===== src/rtl/rand_gen_pkg.sv =====
// Shared constants and the xorshift32 step function for the rand_gen32 generator.
package rand_gen_pkg;

  localparam int          SHIFT_A      = 13;
  localparam int          SHIFT_B      = 17;
  localparam int          SHIFT_C      = 5;
  localparam logic [31:0] WEYL_INC     = 32'h9E37_79B9;
  localparam logic [31:0] DEFAULT_SEED = 32'hDEAD_BEEF;

  // One xorshift32 advance; logical shifts, bits shifted out are dropped.
  function automatic logic [31:0] xorshift32(input logic [31:0] s);
    logic [31:0] t1;
    logic [31:0] t2;
    t1 = s ^ (s << SHIFT_A);
    t2 = t1 ^ (t1 >> SHIFT_B);
    return t2 ^ (t2 << SHIFT_C);
  endfunction

endpackage


===== src/rtl/xorshift32_step.sv =====
// Purely combinational xorshift32 step: three shift/XOR stages, 32-bit in, 32-bit out.
module xorshift32_step
  import rand_gen_pkg::*;
(
  input  logic [31:0] s,
  output logic [31:0] next
);

  logic [31:0] t1;
  logic [31:0] t2;

  assign t1   = s ^ (s << SHIFT_A);
  assign t2   = t1 ^ (t1 >> SHIFT_B);
  assign next = t2 ^ (t2 << SHIFT_C);

endmodule


===== src/rtl/rand_gen32.sv =====
// Free-running xorshift32 pseudo-random generator, one new word per clock.
// Optional Weyl-sequence mixing on the output is enabled by defining RAND_GEN_WEYL_EN.
module rand_gen32
  import rand_gen_pkg::*;
#(
  parameter logic [31:0] SEED = DEFAULT_SEED
) (
  input  logic        clk,
  input  logic        rst_n,
  output logic [31:0] rnd
);

  // A zero seed would lock xorshift at zero forever, so it is promoted to 1.
  localparam logic [31:0] SEED_EFF = (SEED == 32'd0) ? 32'd1 : SEED;

  // NOTE: the declaration initialiser is the configuration/power-up value, so the
  // generator is valid even if rst_n is never pulsed; the async reset reloads the same value.
  logic [31:0] state = SEED_EFF;
  logic [31:0] stepped;
  logic [31:0] state_next;

  xorshift32_step u_step (
    .s    (state),
    .next (stepped)
  );

  // Zero is only reachable by corruption; recover to the seed rather than stick.
  always_comb begin
    state_next = stepped;
    if (state == 32'd0) state_next = SEED_EFF;
  end

  // NOTE: sequential state uses non-blocking assignments so every register samples
  // pre-edge values regardless of process ordering.
  always_ff @(posedge clk or negedge rst_n) begin
    if (!rst_n) state <= SEED_EFF;
    else        state <= state_next;
  end

`ifdef RAND_GEN_WEYL_EN
  logic [31:0] weyl = 32'd0;

  always_ff @(posedge clk or negedge rst_n) begin
    if (!rst_n) weyl <= 32'd0;
    else        weyl <= weyl + WEYL_INC;
  end

  assign rnd = state + weyl;
`else
  assign rnd = state;
`endif

endmodule


===== config.mk =====
export PLATFORM = sky130hd
export DESIGN_NAME = rand_gen32
export DESIGN_NICKNAME = d
export VERILOG_FILES = /design/src/rtl/rand_gen_pkg.sv /design/src/rtl/xorshift32_step.sv /design/src/rtl/rand_gen32.sv
export SDC_FILE = /design/constraint.sdc
export NUM_CORES = 1
export LEC_CHECK = 0
export ABC_AREA = 1
export CORE_MARGIN = 2
export CORE_UTILIZATION = 50
export CTS_BUF_LIST = sky130_fd_sc_hd__clkbuf_16
export DETAILED_ROUTE_END_ITERATION = 8
export GPL_TIMING_DRIVEN = 0
export PLACE_DENSITY = 0.76
export SYNTH_ARGS = -nofsm -noshare
export SYNTH_HDL_FRONTEND = slang
export SYNTH_SLANG_ARGS = --single-unit

===== constraint.sdc =====
create_clock -name clk -period 2.71 [get_ports clk]
set_input_delay 0.271 -clock clk [delete_from_list [all_inputs] [get_ports clk]]
set_output_delay 0.271 -clock clk [all_outputs]
set_load 0.05 [all_outputs]

==> summary.md <==
| Metric | Value |
|---|---|
| Status | completed |
| Post-Route Setup TNS | 0 ns |
| DR vias | 1782 |
| Total track usage | 23.0% |
| Req. time, crit path | 2.44 ns |
| Tot Pwr | 1.01 mW |
| Final period util | 72.2% |
| Yosys reg bits | 32 |
| Rel. slew slack | 53.4% |
| Placed Area | 2400 µm² |
| Crit Path Max Fanout | 6 |
| WP data arrival | 1.69 ns |
| Register area share after synthesis | 41.2% |
| Post-route cell area | 2540 µm² |
| Largest net degree at the start of global routing | 33 |
| Die width | 67.5 µm |
| Buf/Inv on CP | 1 |
| Clock transition at path regs | 0.05 ns |
| Clock latency on the worst-skew pair | 0.27 ns |
| Netlist cell types | 19 |
| Max cap viols | 0 |
| Slowest cell on crit path | clkdlybuf4s50_1 |
| First-pass GRT wire length | 7620 µm |
| Share of layout cells above drive strength 1 | 20.6% |
| Worst Clk Skew | 0.00583 ns |
| Mapped Cells | 274 |
| Synth area leader | dfstp_2 |
| DP Cell Count | 357 |
| Ports | 34 |
| Hold_buf cts | 0 |
| Max incr delay on CP | 0.82 ns |
| Detailed Route Iter0 Violations | 92 |
| Synth Net Count | 276 |
| Pwr Density | 396 nW/µm² |
| Worst IR drop on VDD | 0.234 mV |
| Synth area leaders | dfstp_2, nand2_1, dfrtp_1, xnor2_1, inv_1 |
| Peak Freq | 511 MHz |
| Max Root-Sink Buffers | 2 |
| Crit path cell chain | clkdlybuf4s50_1 |
| Fin. max-slew vios | 0 |
| # rows | 23 |
| Post-CTS Resized | 0 |
| Delay-heaviest family, CP | buffers and inverters |
| Number of CTS-inserted buffers | 5 |
| Final min period | 1.96 ns |
| Global route overflow | 0 |
| Die Height | 67.5 µm |
| CTS root buffer | clkbuf_16 |
| Die Area | 4560 µm² |
| Core area | 3940 µm² |
| Detailed-route wire length per cell | 12.7 µm |
| Crit path launch type | flop |
| Area growth from synthesis to layout | 26.0% |
| Max reg flops | 32 |
| Number of port buffers | 33 |
| Final Hold Fails | 0 |
| Ant diodes | 0 |
| Setup Fix Bufs, Post-CTS | 0 |
| Initial antenna violation count | 0 |
| Via density per instance | 4.88 |
| CP endpoint kind | output pin |
| Initial DRT Pass Iterations | 4 |
| Hold Path Class | in2async |
| Synth warn | 0 |
| Initial core utilization | 51.1% |
| Average size of a mapped cell | 7.36 µm² |
| Fillers | 339 |
| Post-route insts no fill | 365 |
| CTS tree | done |
| Leak | 1.36 nW |
| Final Setup Violations | 0 |
| Hpwl dp | 3540 µm |
| Top cell type's share of synthesized area | 31.3% |
| Fin nets | 316 |
| Antenna viol nets, final | 0 |
| H-tree Lvls | 2 |
| DRC | 0 |
| Crit Path Class | reg2out |
| RSZ-0062 raised after global routing | false |
| GPL Wtd Cong | 0.870 |
| Total wire length | 4630 µm |
| Post-synth design cell area | 2020 µm² |
| Worst-Margin Slew | 0.699 ns |
| Clk sinks | 32 |
| Hold WS | 0.0494 ns |
| Vias in the first global route | 1637 |
[final cells by class]
cell class | count | area [µm²] | share of cell area [%]
sequential | 32 | 831 | 32.7
tap | 50 | 62.6 | 2.46
timing repair buffer | 33 | 325 | 12.8
inverter | 40 | 150 | 5.91
buffer | 2 | 22.5 | 0.887
clock buffer | 5 | 125 | 4.93
multi-input combinational | 200 | 1010 | 39.9
clock inverter | 3 | 11.3 | 0.443
[cell usage in the layout, fill, tap and decap left out, drive strengths merged]
cell           count
a21o               1
and2               1
buf                3
clkbuf             5
clkdlybuf4s50     32
clkinv             2
dfrtp              8
dfstp             24
inv               41
nand2            130
nand3             29
nand3b             3
nand4              2
nor2              13
xnor2             15
xor2               6
[cell usage after synthesis]
cell type	count
dfrtp_1	8
nand3_1	19
nand2_1	118
nand3b_1	3
dfstp_2	24
nand2_2	11
buf_6	2
nor2_4	1
nand4_1	2
nor2_2	2
xor2_1	6
nand3_2	10
inv_2	8
xnor2_1	15
nor2_1	10
a21o_1	1
inv_1	32
and2_1	1
nand2_4	1
[cells by family after synthesis]
group / synth area share (%)
buffers and inverters: 8.57
AOI/OAI and AO/OA: 0.373
and+or+nand+nor: 40.7
DFF: 41.2
xor gates and xnor gates: 9.12
[worst paths after layout]
path / depth (start not counted) / end / slack [ns] / startpoint
max: 1 / rnd[18] / 0.75 / rnd[18]$_DFF_PN1_
max reg2reg: 7 / rnd[16]$_DFF_PN1_ / 1.31 / rnd[31]$_DFF_PN1_
max in group asynchronous: 1 / rnd[17]$_DFF_PN0_ / 2.21 / rst_n
min in group clk: 2 / rnd[3]$_DFF_PN1_ / 0.56 / rnd[3]$_DFF_PN1_
min reg2reg: 2 / rnd[3]$_DFF_PN1_ / 0.56 / rnd[3]$_DFF_PN1_
min: 1 / rnd[24]$_DFF_PN0_ / 0.05 / rst_n
[stage by stage]
stage	worst slack, ns	utilization, %
6_report	0.753	64.4
5_1_grt	0.706	64.4
4_1_cts	0.745	64.4
3_5_place_dp	1.04	61.0
3_3_place_gp	0.775	61.1
2_1_floorplan	1.30	-
[where the power goes]
part           switching (mW)  internal (mW)  leakage [nW]
Sequential                  0          0.480         0.345
Clock                   0.186          0.329        0.0701
Combinational         0.00879       0.000518         0.949
Total                   0.195          0.810          1.36
[per-layer routing]
metal	wire (µm)	GRT usage, %	up-vias
li1	-	-	921
met1	2220	31.0	817
met2	2200	35.5	37
met3	156	5.33	7
met4	50	9.44	0
met5	0	0	-
Power figures use the tool's default switching activity.
